==> src/rtl/sonar_pkg.sv <==
// Shared sonar definitions: FSM states, default widths and a saturating
// absolute-value helper reused by other sonar stages.
package sonar_pkg;

  typedef enum logic [1:0] {
    ST_IDLE,
    ST_BLANK,
    ST_LISTEN,
    ST_REPORT
  } state_e;

  localparam int DATA_W_DEF = 21;
  localparam int CNT_W_DEF  = 16;

  // x is the sample sign-extended to 32 bits, w its native width (w < 32).
  // The most-negative input maps onto the largest positive value.
  function automatic logic [31:0] sat_abs(input logic signed [31:0] x, input int w);
    logic [32:0] ax;
    logic [32:0] lim;
    lim = (33'd1 << (w - 1)) - 33'd1;
    ax  = x[31] ? (33'd0 - {1'b1, x}) : {1'b0, x};
    return (ax > lim) ? lim[31:0] : ax[31:0];
  endfunction

endpackage

==> src/rtl/abs_envelope.sv <==
// Rectifier plus leaky integrator: env += (|x| - env) >>> ENV_SHIFT, clamped
// to the positive DATA_W range. env_next exposes the value about to be stored.
module abs_envelope
  import sonar_pkg::*;
#(
  parameter int DATA_W    = DATA_W_DEF,
  parameter int ENV_SHIFT = 3
) (
  input  logic              clk,
  input  logic              reset,
  input  logic              clear,
  input  logic              in_valid,
  input  logic [DATA_W-1:0] in,
  output logic [DATA_W-1:0] env,
  output logic [DATA_W-1:0] env_next
);

  localparam logic [DATA_W+1:0] MAXV = {3'b000, {(DATA_W-1){1'b1}}};

  logic [DATA_W-1:0]        env_q, env_d;
  logic signed [31:0]       ext;
  logic [31:0]              abs_w;
  logic [DATA_W+1:0]        mag, env_ext;
  logic signed [DATA_W+1:0] diff, sum;
  logic                     unused_abs_hi;

  assign unused_abs_hi = ^abs_w[31:DATA_W];

  always_comb begin
    ext     = {{(32-DATA_W){in[DATA_W-1]}}, in};
    abs_w   = sat_abs(ext, DATA_W);
    mag     = {2'b00, abs_w[DATA_W-1:0]};
    env_ext = {2'b00, env_q};
    diff    = $signed(mag) - $signed(env_ext);
    sum     = $signed(env_ext) + (diff >>> ENV_SHIFT);
    if (sum < 0)
      env_next = '0;
    else if (sum > $signed(MAXV))
      env_next = MAXV[DATA_W-1:0];
    else
      env_next = sum[DATA_W-1:0];

    env_d = env_q;
    if (clear)
      env_d = '0;
    else if (in_valid)
      env_d = env_next;
  end

  always_ff @(posedge clk or posedge reset) begin
    if (reset) env_q <= '0;
    else       env_q <= env_d;
  end

  assign env = env_q;

endmodule

==> src/rtl/echo_tof_detector.sv <==
// Sonar time-of-flight detector: blanks the direct path after a ping, then
// reports the sample index of the first echo held above threshold HOLD_N times.
module echo_tof_detector
  import sonar_pkg::*;
#(
  parameter int DATA_W    = DATA_W_DEF,
  parameter int CNT_W     = CNT_W_DEF,
  parameter int BLANK_N   = 64,
  parameter int MAX_N     = 4000,
  parameter int ENV_SHIFT = 3,
  parameter int HOLD_N    = 2
) (
  input  logic              clk,
  input  logic              reset,
  input  logic              ping_start,
  input  logic [DATA_W-1:0] sample_in,
  input  logic              sample_valid,
  input  logic [DATA_W-1:0] threshold,
  output logic [DATA_W-1:0] envelope,
  output logic              busy,
  output logic [CNT_W-1:0]  tof_count,
  output logic              tof_valid,
  output logic              timeout
);

  localparam int HOLD_W = $clog2(HOLD_N + 1);
  localparam logic [CNT_W-1:0]  BLANK_C = CNT_W'(BLANK_N);
  localparam logic [CNT_W-1:0]  MAX_C   = CNT_W'(MAX_N);
  localparam logic [CNT_W-1:0]  ONES    = '1;
  localparam logic [HOLD_W-1:0] HOLD_C  = HOLD_W'(HOLD_N);

  state_e             state_q, state_d;
  logic [CNT_W-1:0]   cnt_q, cnt_d, cnt_inc;
  logic [HOLD_W-1:0]  hold_q, hold_d, hold_nx;
  logic [DATA_W-1:0]  thr_q, thr_d;
  logic [CNT_W-1:0]   tof_q, tof_d;
  logic               hit_q, hit_d;
  logic               env_clear, env_valid;
  logic [DATA_W-1:0]  env_next;

  // The sample that coincides with a ping belongs to no measurement.
  assign env_valid = sample_valid & ~ping_start;

  abs_envelope #(
    .DATA_W    (DATA_W),
    .ENV_SHIFT (ENV_SHIFT)
  ) u_env (
    .clk      (clk),
    .reset    (reset),
    .clear    (env_clear),
    .in_valid (env_valid),
    .in       (sample_in),
    .env      (envelope),
    .env_next (env_next)
  );

  always_comb begin
    state_d   = state_q;
    cnt_d     = cnt_q;
    hold_d    = hold_q;
    thr_d     = thr_q;
    tof_d     = tof_q;
    hit_d     = hit_q;
    env_clear = 1'b0;
    cnt_inc   = (cnt_q == ONES) ? cnt_q : cnt_q + 1'b1;
    hold_nx   = (env_next >= thr_q) ? hold_q + 1'b1 : '0;

    if (ping_start) begin
      state_d = ST_BLANK;
      cnt_d   = '0;
      hold_d  = '0;
      thr_d   = threshold;
    end else begin
      case (state_q)
        ST_BLANK: if (sample_valid) begin
          cnt_d = cnt_inc;
          if (cnt_inc == BLANK_C) begin
            env_clear = 1'b1;
            hold_d    = '0;
            state_d   = ST_LISTEN;
          end
        end
        ST_LISTEN: if (sample_valid) begin
          cnt_d  = cnt_inc;
          hold_d = hold_nx;
          // A confirming sample beats a simultaneous timeout.
          if (hold_nx == HOLD_C) begin
            state_d = ST_REPORT;
            hit_d   = 1'b1;
            tof_d   = cnt_inc;
          end else if (cnt_inc >= MAX_C) begin
            state_d = ST_REPORT;
            hit_d   = 1'b0;
            tof_d   = ONES;
          end
        end
        ST_REPORT: state_d = ST_IDLE;
        default:   state_d = ST_IDLE;
      endcase
    end
  end

  always_ff @(posedge clk or posedge reset) begin
    if (reset) begin
      state_q <= ST_IDLE;
      cnt_q   <= '0;
      hold_q  <= '0;
      thr_q   <= '0;
      tof_q   <= '0;
      hit_q   <= 1'b0;
    end else begin
      state_q <= state_d;
      cnt_q   <= cnt_d;
      hold_q  <= hold_d;
      thr_q   <= thr_d;
      tof_q   <= tof_d;
      hit_q   <= hit_d;
    end
  end

  assign busy      = (state_q == ST_BLANK) || (state_q == ST_LISTEN);
  assign tof_valid = (state_q == ST_REPORT) &&  hit_q;
  assign timeout   = (state_q == ST_REPORT) && !hit_q;
  assign tof_count = tof_q;

endmodule
==> config.mk <==
export PLATFORM = sky130hd
export DESIGN_NAME = echo_tof_detector
export DESIGN_NICKNAME = d
export VERILOG_FILES = /design/src/rtl/sonar_pkg.sv /design/src/rtl/abs_envelope.sv /design/src/rtl/echo_tof_detector.sv
export SDC_FILE = /design/constraint.sdc
export NUM_CORES = 1
export LEC_CHECK = 0
export ABC_AREA = 1
export BUFFER_PORTS_ARGS = -buffer_cell sky130_fd_sc_hd__buf_2
export CORE_MARGIN = 3
export CORE_UTILIZATION = 55
export DETAILED_ROUTE_END_ITERATION = 16
export GPL_TIMING_DRIVEN = 0
export PLACE_DENSITY = 0.79
export SLEW_MARGIN = 30
export SYNTH_ARGS = -nofsm -noshare
export SYNTH_HDL_FRONTEND = slang
export SYNTH_SLANG_ARGS = --single-unit
==> constraint.sdc <==
create_clock -name clk -period 4.9 [get_ports clk]
set_input_delay 0.245 -clock clk [delete_from_list [all_inputs] [get_ports clk]]
set_output_delay 0.245 -clock clk [all_outputs]
set_load 0.02 [all_outputs]
**Yosys cells after proc, flatten, opt, wreduce, memory -nomap -nowiden**

Index checks and enable logic that the tools add are counted.

- Register bits: 79
- Latch bits: 0
- Memory bits (writable): 0
- Memory bits (read-only): 0
- Input bits: 46
- Output and inout port bits: 40
- Word-level logic and storage cells: 74
- Memories kept: 0

- Add/sub/neg operators: 5
- Multipliers: 0
- Divide/modulo/power cells: 0
- $lt $le $gt $ge: 5
- Equal/unequal tests: 10
- Shifts and indexed selects: 0
- Multiplexer cells: 31
- Bitwise logic cells: 2
- Reductions and logical operators: 14

Operators by type and width:

| kind | number |
|---|---|
| 21-bit two-way mux | 5 |
| 16-bit two-way mux | 6 |
| 33-bit by 20-bit > comparator with 1-bit output, second input constant | 1 |
| 33-bit two-way mux | 1 |
| 1-bit by 33-bit subtractor with 33-bit output, first input constant | 1 |
| 22-bit by 19-bit adder with 23-bit output | 1 |
| 23-bit by 21-bit > comparator with 1-bit output, second input constant | 1 |
| 23-bit by 1-bit less-than comparator with 1-bit output, second input constant | 1 |
| 2-bit two-way mux | 11 |
| 21-bit by 21-bit subtractor with 22-bit output | 1 |
| 21-bit greater-or-equal comparator | 1 |
| 16-bit by 1-bit adder with 16-bit output, second input constant | 1 |
| 16-bit == test, second input constant | 1 |
| 16-bit by 7-bit == test with 1-bit output, second input constant | 1 |
| 16-bit by 12-bit greater-or-equal comparator with 1-bit output, second input constant | 1 |
| 4-bit AND reduction | 3 |
| 3-bit != test, second input constant | 3 |
| 2-bit case mux with 2 select lines | 2 |
| 2-bit nonzero test | 4 |
| 2-bit == test, second input constant | 3 |
| 1-bit two-way mux | 6 |
| 4-bit != test, second input constant | 1 |
| 3-bit nonzero test | 1 |
| 2-bit by 1-bit adder with 2-bit output, second input constant | 1 |
| other kinds (8) | 9 |

**Logic depth before layout (Yosys ltp)**

Gate-level depths: netlist of run 1.

- Depth after elaboration: 16
- Gate-level depth with buffers: 51
- Gate-level depth less buffers: 50

**Hierarchy**

From an unflattened synthesis of run 1, not the netlist that was laid out.

- Cell total of the unflattened synthesis: 1255
- Area, all modules: 8261.7 um2

Modules (own cells, without submodules):

| module | times used | cells each | area each (um2) | sequential area each (um2) |
|---|---|---|---|---|
| abs_envelope | 1 | 771 | 4590.7 | 525.5 |
| echo_tof_detector | 1 | 484 | 3671.0 | 1451.4 |

**Worst setup path before layout of run 1**

No wires, ideal clock.

- Path kind: input to register
- Start point: input port sample_in[1]
- End point: register tof_q[0] (netlist: tof_count[0])
- Library setup time: 137 ps
- Arrival: 5418 ps
- Data required time: 4763 ps
- Path slack: -655 ps
- Stages on the path: 40
- Buffers on the path: 2
- Cell sequence: nor3_1 -> nand3_1 -> nor2_1 -> nand2_1 -> nor3_1 -> nand4_1 -> nand3_1 -> nand3_1 -> ha_1 -> inv_1 -> nor3_1 -> and2_1 -> a221oi_1 -> nand2_1 -> xor2_1 -> ha_1 -> nand2_1 -> nor3_1 -> [... 4 more ...] -> nor2_1 -> nand3b_1 -> nand2_1 -> buf_2 -> nand3_1 -> nand2_1 -> inv_1 -> ha_1 -> nand2_1 -> nor2_1 -> nand2_1 -> nor2_1 -> nand2_1 -> nand4_1 -> nand3_1 -> inv_1 -> clkbuf_1 -> a21oi_1

- Cells in the longest elaborated chain, start to end: 14
- Elaborated cells on any way between the ends: 16
- Those cells by class: add/sub: 3; order compare: 4; eq/ne: 1; mux: 6; reduce/logical: 2

RTL lines:

| element | line | RTL |
|---|---|---|
| from (decl) | echo_tof_detector.sv:16 | `input logic [DATA_W-1:0] sample_in,` |
| 1-bit by 33-bit subtractor with 33-bit output | sonar_pkg.sv:21 | `ax = x[31] ? (33'd0 - {1'b1, x}) : {1'b0, x};` |
| 33-bit two-way mux (*) | sonar_pkg.sv:21 |  |
| 33-bit by 20-bit > comparator with 1-bit output | sonar_pkg.sv:22 | `return (ax > lim) ? lim[31:0] : ax[31:0];` |
| 21-bit two-way mux (*) | sonar_pkg.sv:22 |  |
| 21-bit by 21-bit subtractor with 22-bit output (*) | abs_envelope.sv:34 | `diff = $signed(mag) - $signed(env_ext);` |
| 22-bit by 19-bit adder with 23-bit output (*) | abs_envelope.sv:35 | `sum = $signed(env_ext) + (diff >>> ENV_SHIFT);` |
| 23-bit by 21-bit > comparator with 1-bit output | abs_envelope.sv:38 | `else if (sum > $signed(MAXV))` |
| 21-bit two-way mux | abs_envelope.sv:38 |  |
| 21-bit two-way mux (*) | abs_envelope.sv:36 | `if (sum < 0)` |
| 21-bit greater-or-equal comparator (*) | echo_tof_detector.sv:66 | `hold_nx = (env_next >= thr_q) ? hold_q + 1'b1 : '0;` |
| 2-bit two-way mux (*) | echo_tof_detector.sv:66 |  |
| 2-bit == test (*) | echo_tof_detector.sv:87 | `if (hold_nx == HOLD_C) begin` |
| 2-bit nonzero test (no line) | n/a |  |
| 4-bit AND reduction (no line) | n/a |  |
| to (signal assigned) | echo_tof_detector.sv:116 | `tof_q <= tof_d;` |
| to (decl) | echo_tof_detector.sv:36 | `logic [CNT_W-1:0] tof_q, tof_d;` |

Every way passes the cells marked *; elsewhere a longest branch is shown, timed or not.
A chain may end at the register's enable or synchronous reset.

**Worst setup path after layout of run 1**

- Start point: input port sample_in[11]
- End point: register hit_q

- Cells in the longest elaborated chain, start to end: 14
- Elaborated cells on any way between the ends: 16
- Those cells by class: add/sub: 3; order compare: 4; eq/ne: 1; mux: 6; reduce/logical: 2

RTL lines:

| element | line | RTL |
|---|---|---|
| 1-bit by 33-bit subtractor with 33-bit output | sonar_pkg.sv:21 |  |
| 33-bit two-way mux (*) | sonar_pkg.sv:21 |  |
| 33-bit by 20-bit > comparator with 1-bit output | sonar_pkg.sv:22 |  |
| 21-bit two-way mux (*) | sonar_pkg.sv:22 |  |
| 21-bit by 21-bit subtractor with 22-bit output (*) | abs_envelope.sv:34 |  |
| 22-bit by 19-bit adder with 23-bit output (*) | abs_envelope.sv:35 |  |
| 23-bit by 21-bit > comparator with 1-bit output | abs_envelope.sv:38 |  |
| 21-bit two-way mux | abs_envelope.sv:38 |  |
| 21-bit two-way mux (*) | abs_envelope.sv:36 |  |
| 21-bit greater-or-equal comparator (*) | echo_tof_detector.sv:66 |  |
| 2-bit two-way mux (*) | echo_tof_detector.sv:66 |  |
| 2-bit == test (*) | echo_tof_detector.sv:87 |  |
| 2-bit nonzero test (no line) | n/a |  |
| 4-bit AND reduction (no line) | n/a |  |
| to (signal assigned) | echo_tof_detector.sv:117 | `hit_q <= hit_d;` |
| to (decl) | echo_tof_detector.sv:37 | `logic hit_q, hit_d;` |

Marks and branches as above.

==> impl_table.tex, run 1 <==
\begin{tabular}{lr}
\hline
Metric & Value \\
\hline
\multicolumn{2}{l}{\textbf{Status}} \\
Run status & finished with violations \\
Failing checks & setup timing \\
\multicolumn{2}{l}{\textbf{Route}} \\
Number of iterations in the first detailed-routing pass & 6 \\
Total number of vias & 9264 \\
Iteration-0 DRC Markers & 1158 \\
Routed len/inst & 18.5 µm \\
Detailed-route wire length & 28.2 mm \\
DR vias/cell & 6.05 \\
Drt drc & 0 \\
Remaining antenna violation count & 0 \\
\multicolumn{2}{l}{\textbf{Yosys}} \\
Count of flip-flops with a built-in enable after synthesis & 0 \\
Synth top area share & 25.4\% \\
Netlist area before placement & 7770 µm² \\
Most used flip-flop cell after synthesis & sky130\_fd\_sc\_hd\_\_dfrtp\_1 \\
Synthesis-stage register bit count & 79 \\
Mean area per synthesized cell & 6.69 µm² \\
Top area cells in the synthesized netlist & sky130\_fd\_sc\_hd\_\_dfrtp\_1 25\%, sky130\_fd\_sc\_hd\_\_nand2\_1 14\%, sky130\_fd\_sc\_hd\_\_ha\_1 11\% \\
Most area-hungry cell type in the Yosys netlist & sky130\_fd\_sc\_hd\_\_dfrtp\_1 \\
Sequential-to-total area share from yosys stat & 25.4\% \\
Cells after Synth & 1161 \\
Share of async-settable or async-resettable flops after synthesis & 100\% \\
Number of distinct standard cells referenced by the synthesized netlist & 45 \\
Number of warnings reported in the yosys synthesis log & 0 \\
\multicolumn{2}{l}{\textbf{Hold path}} \\
Hold Path Depth & 3 \\
Worst min path class & input port to flip-flop \\
\multicolumn{2}{l}{\textbf{Setup path}} \\
Crit path largest cell delay & 0.30 ns \\
Endpoint arrival time on the critical path & 6.13 ns \\
Length in cells of the worst reg-to-reg path & 41 \\
Critical Path Start Type & input port \\
Worst setup slack for register-to-register paths & -0.72 ns \\
CP max FO & 6 \\
Most frequent CP cell & sky130\_fd\_sc\_hd\_\_nand2\_2 \\
Kind of end point of the critical path & flip-flop \\
Worst setup path class & input port to flip-flop \\
Worst path required time & 5.15 ns \\
Highest-delay cell along the critical path & sky130\_fd\_sc\_hd\_\_ha\_4 \\
\multicolumn{2}{l}{\textbf{STA}} \\
Period utilisation layout & 120\% \\
Transition at the pin with the smallest max-transition slack & 0.747 ns \\
Setup-violating endpoint count in the final report & 21 \\
Number of pins exceeding their max-slew limit in the final report & 0 \\
Max Fclk & 170 MHz \\
Endpoints failing hold & 0 \\
Unrepaired setup endpoints after global routing & yes \\
Crit path setup slack, layout & -0.976 ns \\
Clock Skew & 0.00821 ns \\
Minimum clock period after layout & 5.88 ns \\
Setup TNS & -19.88 ns \\
Headroom to the max-slew limit & 49.9\% \\
\multicolumn{2}{l}{\textbf{Global routing}} \\
Pin count of the biggest net entering global routing & 47 \\
Antenna violations before repair & 0 \\
Global-route wire length before repair & 42.1 mm \\
Via count of the first global-routing pass & 8709 \\
Overall routing resource usage & 32.6\% \\
GRT Residual Overflow & 0 \\
\multicolumn{2}{l}{\textbf{Place}} \\
Port bufs & 85 \\
Half-perimeter wire length after detailed placement & 17.4 mm \\
Placed Cells incl. Taps & 1424 \\
Final weighted congestion of routability-driven global placement & 0.974 \\
\multicolumn{2}{l}{\textbf{CTS}} \\
Level count of the clock H-tree & 3 \\
Number of buffers on the longest clock path & 2 \\
Clock tree from TritonCTS & done \\
Count of clock tree sinks & 79 \\
Clock latency reported for the late side of the worst-skew pair & 0.36 ns \\
Clk pin slew, worst setup/hold paths & 0.07 ns \\
Cell chosen for the clock root & sky130\_fd\_sc\_hd\_\_clkbuf\_16 \\
TritonCTS Buffers & 9 \\
\multicolumn{2}{l}{\textbf{Job}} \\
Max-cap violations & 0 \\
\multicolumn{2}{l}{\textbf{Finish}} \\
Number of cells in the finished layout apart from fillers & 1530 \\
Number of diodes & 0 \\
Synth-to-layout area growth & 42.5\% \\
Nets & 1466 \\
Fraction of layout cells with a size suffix above 1 & 38.2\% \\
\multicolumn{2}{l}{\textbf{Floorplan}} \\
Height of the chip & 125 µm \\
Area of the placeable core & 13500 µm² \\
Top Ports & 86 \\
Floorplan die area & 15600 µm² \\
Initial core utilization & 57.6\% \\
Standard-cell row count & 42 \\
Die width & 125 µm \\
\hline
\end{tabular}
flip-flops by register name, summed over array words and instances, names as in the netlist:
signal     count
cnt_q         16
hit_q          1
hold_q         2
state_q        2
thr_q         21
tof_count     16
u_env.env     21
kinds of logic after synthesis:
kind of cell               after synthesis  share of synthesized area (%)
buffers and inverters                  209                           10.5
AOI/OAI and AO/OA                      194                           15.6
adders and majority gates               71                           11.5
DFF                                     79                           25.4
other                                    1                         0.0482
and+or+nand+nor                        562                           31.7
xor gates and xnor gates                45                           5.17
metal layers:
layer | track usage (%) | up-vias | part of all wire [%]
met2 | 54.5 | 632 | 47
met1 | 41.1 | 4324 | 38
met4 | 13.8 | 0 | 5.6
met5 | 0 | - | 0
met3 | 6.30 | 155 | 9.3
li1 | - | 4153 | -
repair_timing:
item	4_1_cts	5_1_grt
hold endpoints to repair	33	0
pin swaps	88	72
gates cloned	8	0
setup buffers	67	14
hold buffers	1	0
gates resized for setup	218	94
endpoints found under the setup margin	21	21
cells in the mapped netlist, types with 11 or more instances:
library cell,number
sky130_fd_sc_hd__a21oi_1,73
sky130_fd_sc_hd__a21oi_2,11
sky130_fd_sc_hd__clkbuf_1,13
sky130_fd_sc_hd__dfrtp_1,79
sky130_fd_sc_hd__ha_1,70
sky130_fd_sc_hd__inv_1,183
sky130_fd_sc_hd__nand2_1,282
sky130_fd_sc_hd__nand3_1,88
sky130_fd_sc_hd__nand4_1,17
sky130_fd_sc_hd__nor2_1,113
sky130_fd_sc_hd__nor3_1,13
sky130_fd_sc_hd__o21ai_0,48
sky130_fd_sc_hd__o21bai_2,20
sky130_fd_sc_hd__o22ai_1,14
sky130_fd_sc_hd__xnor2_1,19
sky130_fd_sc_hd__xor2_1,25
path summary, 6_finish.rpt:
kind	startpoint	to
hold / removal	threshold[20]	thr_q[20]
setup / recovery	sample_in[11]	hit_q
hold reg to reg	hit_q	hit_q
setup reg to reg	u_env.env[6]	hit_q
max in group asynchronous	reset	cnt_q[6]
min in group asynchronous	reset	thr_q[14]
stage by stage:
stage          utilization (%)  hold WS, ns  setup slack [ns]  cell area, µm²
2_1_floorplan                -        0.362            -0.241            8030
3_3_place_gp              64.2        0.453             -1.39            8670
3_5_place_dp              64.5        0.256             -1.52            8710
4_1_cts                   78.1       0.0955            -0.375           10500
5_1_grt                   82.0        0.122             -1.22           11100
6_report                  82.0       0.0970            -0.976           11100
final cells by class:
class / instances / area, µm²
multi-input cells: 874 / 6400
fillers: 763 / 2430
flip-flops and latches: 79 / 1980
repair buffers: 176 / 1230
inverters: 184 / 708
clock buffers: 9 / 225
plain buffers: 25 / 225
well taps: 176 / 220
clock inverters: 7 / 86.3
worst max-delay path, delay by kind of cell:
family / cells / cell delay [ns]
buf+inv: 8 / 0.91
fa+ha+maj: 3 / 0.79
simple gates: 32 / 3.59
compound gates: 4 / 0.56
layout by cell type (no fill, tap or decap), drive strengths merged, types with 2 or more instances in the layout:
cell and instances:
nand2 292, inv 189, buf 187, nor2 123, nand3 91, a21oi 84, dfrtp 79, ha 70
o21ai 53, o21bai 27, xor2 26, clkbuf 22, xnor2 19, nand4 18, o22ai 14, nor3 13
nand3b 9, or2 9, a21o 6, a31oi 4, and2 4, o211ai 2, conb 2, nor4 2
Power of run 1 is not shown: default switching activity piles up to over one toggle a cycle in this logic, so the estimate is an artifact.
==> run 2, diff against run 1 <==
ABC_AREA = unset   (was 1)
CORE_UTILIZATION = 54   (was 55)
PLACE_DENSITY = 0.78   (was 0.79)
==> impl_table.tex, run 2 <==
\begin{tabular}{lr}
\hline
Metric & Value \\
\hline
\multicolumn{2}{l}{\textbf{Hold path}} \\
Worst min path class & input port to flip-flop \\
Startpoint of the lowest-slack hold path & threshold[20] \\
\multicolumn{2}{l}{\textbf{CTS}} \\
Clk pin slew, worst setup/hold paths & 0.06 ns \\
Level count of the clock H-tree & 3 \\
Clock tree from TritonCTS & done \\
Number of buffers on the longest clock path & 2 \\
Clock latency reported for the late side of the worst-skew pair & 0.34 ns \\
Count of clock tree sinks & 79 \\
TritonCTS Buffers & 9 \\
Cell chosen for the clock root & sky130\_fd\_sc\_hd\_\_clkbuf\_16 \\
\multicolumn{2}{l}{\textbf{Yosys}} \\
Top cells by count, synth & 79 x sky130\_fd\_sc\_hd\_\_dfrtp\_1, 74 x sky130\_fd\_sc\_hd\_\_nand2\_1, 70 x sky130\_fd\_sc\_hd\_\_ha\_1 \\
Sequential-to-total area share from yosys stat & 28.4\% \\
Share of async-settable or async-resettable flops after synthesis & 100\% \\
Most used flip-flop cell after synthesis & sky130\_fd\_sc\_hd\_\_dfrtp\_1 \\
Most common cell in the netlist & sky130\_fd\_sc\_hd\_\_dfrtp\_1 \\
Synth top area share & 28.4\% \\
Top area cells in the synthesized netlist & sky130\_fd\_sc\_hd\_\_dfrtp\_1 28\%, sky130\_fd\_sc\_hd\_\_ha\_1 13\%, sky130\_fd\_sc\_hd\_\_o21ai\_0 4.9\% \\
Cells after Synth & 831 \\
Count of flip-flops with a built-in enable after synthesis & 0 \\
Mean area per synthesized cell & 8.37 µm² \\
Synthesis-stage register bit count & 79 \\
Number of warnings reported in the yosys synthesis log & 0 \\
Most area-hungry cell type in the Yosys netlist & sky130\_fd\_sc\_hd\_\_dfrtp\_1 \\
Number of distinct standard cells referenced by the synthesized netlist & 73 \\
Netlist area before placement & 6960 µm² \\
\multicolumn{2}{l}{\textbf{Global routing}} \\
Global-route wire length before repair & 32.5 mm \\
Overall routing resource usage & 27.7\% \\
Antenna violations before repair & 0 \\
GRT Residual Overflow & 0 \\
Via count of the first global-routing pass & 6648 \\
Pin count of the biggest net entering global routing & 51 \\
\multicolumn{2}{l}{\textbf{Finish}} \\
Most common cell after layout, fill and taps aside & sky130\_fd\_sc\_hd\_\_buf\_2 \\
Register area & 1980 µm² \\
Final Core Density & 74.8\% \\
Synth-to-layout area growth & 32.4\% \\
Nets & 1093 \\
Total area of multi-input combinational cells & 5410 µm² \\
Number of cells in the finished layout apart from fillers & 1147 \\
Most used cells in the layout excluding fill and tap cells & 83 x sky130\_fd\_sc\_hd\_\_buf\_2, 79 x sky130\_fd\_sc\_hd\_\_dfrtp\_1, 66 x sky130\_fd\_sc\_hd\_\_nand2\_1 \\
Number of diodes & 0 \\
Fillers & 882 \\
Fraction of layout cells with a size suffix above 1 & 31.1\% \\
\multicolumn{2}{l}{\textbf{STA}} \\
Transition at the pin with the smallest max-transition slack & 0.714 ns \\
Setup-violating endpoint count in the final report & 41 \\
Max Fclk & 141 MHz \\
Number of pins exceeding their max-slew limit in the final report & 0 \\
Crit path setup slack, layout & -2.21 ns \\
Minimum clock period after layout & 7.11 ns \\
Endpoints failing hold & 0 \\
Unrepaired setup endpoints after global routing & yes \\
Period utilisation layout & 145\% \\
Clock Skew & 0.00745 ns \\
Headroom to the max-slew limit & 52.0\% \\
\multicolumn{2}{l}{\textbf{Floorplan}} \\
Initial core utilization & 56.5\% \\
Standard-cell row count & 40 \\
Height of the chip & 120 µm \\
Die width & 120 µm \\
Top Ports & 86 \\
Floorplan die area & 14300 µm² \\
Area of the placeable core & 12300 µm² \\
\multicolumn{2}{l}{\textbf{Power and ir drop}} \\
Leakage power figure & 4.25 nW \\
Maximum vdd ir drop & 360 µV \\
PD cells & 765 nW/µm² \\
\multicolumn{2}{l}{\textbf{Route}} \\
Remaining antenna violation count & 0 \\
Iteration-0 DRC Markers & 539 \\
Routed len/inst & 18.3 µm \\
DR vias/cell & 6.10 \\
Total number of vias & 6998 \\
Detailed-route wire length & 21.0 mm \\
Number of iterations in the first detailed-routing pass & 5 \\
Drt drc & 0 \\
\multicolumn{2}{l}{\textbf{Setup path}} \\
Kind of end point of the critical path & flip-flop \\
Endpoint arrival time on the critical path & 7.38 ns \\
Startpoint of the lowest-slack register-to-register path & u\_env.env[1] \\
Worst setup path class & input port to flip-flop \\
Crit path largest cell delay & 0.46 ns \\
Most frequent CP cell & sky130\_fd\_sc\_hd\_\_ha\_1 \\
CP max FO & 7 \\
Worst path required time & 5.16 ns \\
Critical Path Start Type & input port \\
Highest-delay cell along the critical path & sky130\_fd\_sc\_hd\_\_or3\_4 \\
Launch point of the critical path & sample\_in[0] \\
\multicolumn{2}{l}{\textbf{Place}} \\
Pre-CTS setup slack & -3.55 ns \\
Placed Cells incl. Taps & 1084 \\
Half-perimeter wire length after detailed placement & 14.3 mm \\
Final weighted congestion of routability-driven global placement & 0.925 \\
Port bufs & 83 \\
\multicolumn{2}{l}{\textbf{Status}} \\
Run status & finished with violations \\
Failing checks & setup timing \\
\multicolumn{2}{l}{\textbf{Job}} \\
Max-cap violations & 0 \\
\hline
\end{tabular}
[run 2: final cells by class]
class / instances / area share [%]
multi-input combinational: 657 / 58.7
sequential: 79 / 21.5
inverter: 61 / 2.57
clock buffer: 11 / 2.63
buffer: 33 / 2.40
timing repair buffer: 135 / 9.74
clock inverter: 3 / 0.231
tap: 168 / 2.28
[run 2: routing by layer]
layer,global-route usage (%),share of wire (%),up-vias
met4,10.5,3.4,0
met3,6.17,7.7,63
met1,38.0,44,3306
met5,0,0,-
met2,43.0,45,317
li1,-,-,3312
[run 2: cells by family (layout without fill, tap and decap cells)]
kind of cell	Yosys count	after routing	synth area share [%]
XOR/XNOR	54	54	6.80
buffers and inverters	97	243	5.63
multiplexers	8	8	1.20
adder cells (fa/ha/maj)	71	71	12.9
AO/OA/AOI/OAI	273	273	26.6
other	1	2	0.0539
AND/OR/NAND/NOR	248	249	18.5
flip-flops	79	79	28.4
[run 2: timing repair]
action / 4_1_cts / 5_1_grt
gates cloned: 3 / 0
pin swaps: 47 / 58
hold buffers: 1 / 0
gates resized for setup: 79 / 77
setup buffers: 30 / 19
hold endpoints to repair: 29 / 0
endpoints found under the setup margin: 41 / 41
[run 2: power by group]
group / internal [mW] / switching (mW) / leakage [nW]
Clock: 0.351 / 0.262 / 0.127
Sequential: 0.780 / 0.172 / 1.02
Combinational: 2.42 / 3.06 / 3.10
Total: 3.55 / 3.50 / 4.25
[run 2: worst paths after layout]
check	endpoint	slack, ns	depth (start not counted)
min in group asynchronous	tof_count[6]	0.45	3
worst min-delay path	thr_q[20]	0.11	3
worst max-delay path	tof_count[3]	-2.21	37
worst max register to register	tof_count[3]	-1.64	32
worst min register to register	tof_count[4]	0.52	1
max in group asynchronous	u_env.env[20]	3.88	4
[run 2: stage by stage]
stage / hold slack, ns / total power, mW / cell area (µm²) / TNS, ns
finish: 0.114 / 7.05 / 9210 / -61.11
global route: 0.128 / 7.56 / 9210 / -72.67
CTS: 0.115 / 6.41 / 8750 / -62.64
detailed placement: 0.264 / 5.29 / 7880 / -110.12
global placement: 0.450 / 5.20 / 7850 / -106.49
floorplan: 0.362 / 4.30 / 7220 / -55.37
[run 2: critical path: cells and delay by family]
family	cells	cell delay, ns
AOI/OAI and AO/OA	15	2.83
adders and majority gates	4	1.06
and+or+nand+nor	13	2.50
xor gates and xnor gates	1	0.09
muxes	1	0.28
buffers and inverters	3	0.33
No activity file was read; power rests on OpenSTA's default activity.
==> run 3, diff against run 2 <==
--- a/config.mk
+++ b/config.mk
@@ -7,4 +7,5 @@
 export LEC_CHECK = 0
 export BUFFER_PORTS_ARGS = -buffer_cell sky130_fd_sc_hd__buf_2
+export CORE_ASPECT_RATIO = 0.9
 export CORE_MARGIN = 3
 export CORE_UTILIZATION = 54
==> constraint.sdc (replaced) <==
create_clock -name clk -period 4.9 [get_ports clk]
set_input_delay 0.735 -clock clk [delete_from_list [all_inputs] [get_ports clk]]
set_output_delay 0.735 -clock clk [all_outputs]
set_load 0.02 [all_outputs]
==> impl_table.tex, run 3 (synthesized netlist as in run 2, its figures left out) <==
\begin{tabular}{lr}
\hline
Metric & Value \\
\hline
\multicolumn{2}{l}{\textbf{Floorplan}} \\
Height of the chip & 114 µm \\
Initial core utilization & 56.5\% \\
Top Ports & 86 \\
Floorplan die area & 14300 µm² \\
Area of the placeable core & 12300 µm² \\
Standard-cell row count & 38 \\
Die width & 126 µm \\
\multicolumn{2}{l}{\textbf{Power and ir drop}} \\
PD cells & 791 nW/µm² \\
Leakage power figure & 4.30 nW \\
Maximum vdd ir drop & 446 µV \\
Power Total & 7.32 mW \\
\multicolumn{2}{l}{\textbf{Place}} \\
Cell area after placement & 7870 µm² \\
Placed Cells incl. Taps & 1076 \\
Half-perimeter wire length after detailed placement & 14.6 mm \\
Port bufs & 83 \\
Final weighted congestion of routability-driven global placement & 0.945 \\
\multicolumn{2}{l}{\textbf{Setup path}} \\
Length in cells of the worst reg-to-reg path & 31 \\
Startpoint of the lowest-slack register-to-register path & u\_env.env[1] \\
CP max FO & 6 \\
Worst setup slack for register-to-register paths & -1.88 ns \\
Highest-delay cell along the critical path & sky130\_fd\_sc\_hd\_\_o31ai\_4 \\
Most frequent CP cell & sky130\_fd\_sc\_hd\_\_buf\_4 \\
Worst path required time & 5.18 ns \\
Worst setup path class & input port to flip-flop \\
Critical Path Start Type & input port \\
Crit path largest cell delay & 0.40 ns \\
Endpoint arrival time on the critical path & 8.17 ns \\
Critical R2R Capture & state\_q[1] \\
Kind of end point of the critical path & flip-flop \\
\multicolumn{2}{l}{\textbf{Finish}} \\
Area of all placed cells without fillers & 9260 µm² \\
Most used cells in the layout excluding fill and tap cells & 84 x sky130\_fd\_sc\_hd\_\_buf\_2, 79 x sky130\_fd\_sc\_hd\_\_dfrtp\_1, 67 x sky130\_fd\_sc\_hd\_\_nand2\_1 \\
Final Core Density & 75.2\% \\
Most common cell after layout, fill and taps aside & sky130\_fd\_sc\_hd\_\_buf\_2 \\
Nets & 1094 \\
Fraction of layout cells with a size suffix above 1 & 29.6\% \\
Number of diodes & 0 \\
Number of cells in the finished layout apart from fillers & 1142 \\
Synth-to-layout area growth & 33.0\% \\
\multicolumn{2}{l}{\textbf{CTS}} \\
Clock tree from TritonCTS & done \\
Cell chosen for the clock root & sky130\_fd\_sc\_hd\_\_clkbuf\_16 \\
Clock latency reported for the late side of the worst-skew pair & 0.35 ns \\
TritonCTS Buffers & 9 \\
Level count of the clock H-tree & 3 \\
Count of clock tree sinks & 79 \\
Number of buffers on the longest clock path & 2 \\
Clk pin slew, worst setup/hold paths & 0.07 ns \\
\multicolumn{2}{l}{\textbf{STA}} \\
Setup-violating endpoint count in the final report & 41 \\
Crit path setup slack, layout & -2.99 ns \\
Number of pins exceeding their max-slew limit in the final report & 0 \\
Transition at the pin with the smallest max-transition slack & 0.749 ns \\
Minimum clock period after layout & 7.89 ns \\
Max Fclk & 127 MHz \\
Endpoints failing hold & 0 \\
Headroom to the max-slew limit & 49.7\% \\
Clock Skew & 0.00903 ns \\
Period utilisation layout & 161\% \\
Unrepaired setup endpoints after global routing & yes \\
\multicolumn{2}{l}{\textbf{Status}} \\
Run status & finished with violations \\
Failing checks & setup timing \\
\multicolumn{2}{l}{\textbf{Route}} \\
Remaining antenna violation count & 0 \\
DR vias/cell & 6.23 \\
Detailed-route wire length & 21.8 mm \\
Iteration-0 DRC Markers & 658 \\
Total number of vias & 7114 \\
Number of iterations in the first detailed-routing pass & 5 \\
Routed len/inst & 19.1 µm \\
Drt drc & 0 \\
\multicolumn{2}{l}{\textbf{Hold path}} \\
Worst min path class & input port to asynchronous set/reset pin \\
\multicolumn{2}{l}{\textbf{Global routing}} \\
Overall routing resource usage & 28.6\% \\
Antenna violations before repair & 0 \\
GRT Residual Overflow & 0 \\
Via count of the first global-routing pass & 6638 \\
Global-route wire length before repair & 33.3 mm \\
Pin count of the biggest net entering global routing & 45 \\
\multicolumn{2}{l}{\textbf{Job}} \\
Max-cap violations & 0 \\
\hline
\end{tabular}
[run 3: repair_timing]
item | in CTS | in global routing
gates resized for setup | 88 | 48
endpoints found under the hold margin | 0 | 0
setup buffers | 33 | 14
hold buffers | 0 | 0
endpoints found under the setup margin | 41 | 41
pin swaps | 52 | 44
cloned | 4 | 1
[run 3: how the worst max path moves through the flow]
stage / cells past startpoint / slack [ns] / endpoint / startpoint
floorplan: 37 / -2.66 / tof_count[11] / sample_in[11]
finish: 39 / -2.99 / state_q[1] / sample_in[0]
global placement: 41 / -3.90 / tof_count[8] / sample_in[0]
detailed placement: 41 / -4.06 / tof_count[4] / sample_in[0]
global route: 36 / -3.36 / state_q[1] / sample_in[6]
CTS: 40 / -2.82 / state_q[1] / sample_in[9]
[run 3: cell type report]
class                      count  area (µm²)
fill                         866        3060
timing repair buffer         135         936
clock inverter                 5        63.8
clock buffer                  11         243
tap                          160         200
multi-input combinational    657        5360
buffer                        34         243
inverter                      61         241
sequential                    79        1980
[run 3: layer usage]
layer	global-route usage, %	up-vias	share of wire, %
li1	-	3318	-
met1	40.6	3409	44
met2	44.2	333	45
met3	6.60	54	8.3
met4	8.09	0	2.3
met5	0	-	0
[run 3: stage by stage]
stage	hold WS (ns)	setup WS [ns]	setup TNS, ns
after CTS	0.433	-2.82	-79.76
after floorplan	0.480	-2.66	-75.46
final	0.424	-2.99	-86.86
after global placement	0.505	-3.90	-125.05
after detailed placement	0.504	-4.06	-130.11
after global routing	0.458	-3.36	-99.73
[run 3: worst max-delay path: cells and delay by family]
family | cells | cell delay (ns)
fa+ha+maj | 4 | 1.01
buf+inv | 6 | 0.84
xor+xnor | 3 | 0.56
compound gates | 17 | 3.43
simple gates | 9 | 1.59
[run 3: power breakdown]
part / total, mW / switching (mW) / internal, mW
Clock: 0.703 / 0.289 / 0.414
Combinational: 5.66 / 3.15 / 2.51
Sequential: 0.959 / 0.179 / 0.780
Total: 7.32 / 3.62 / 3.70
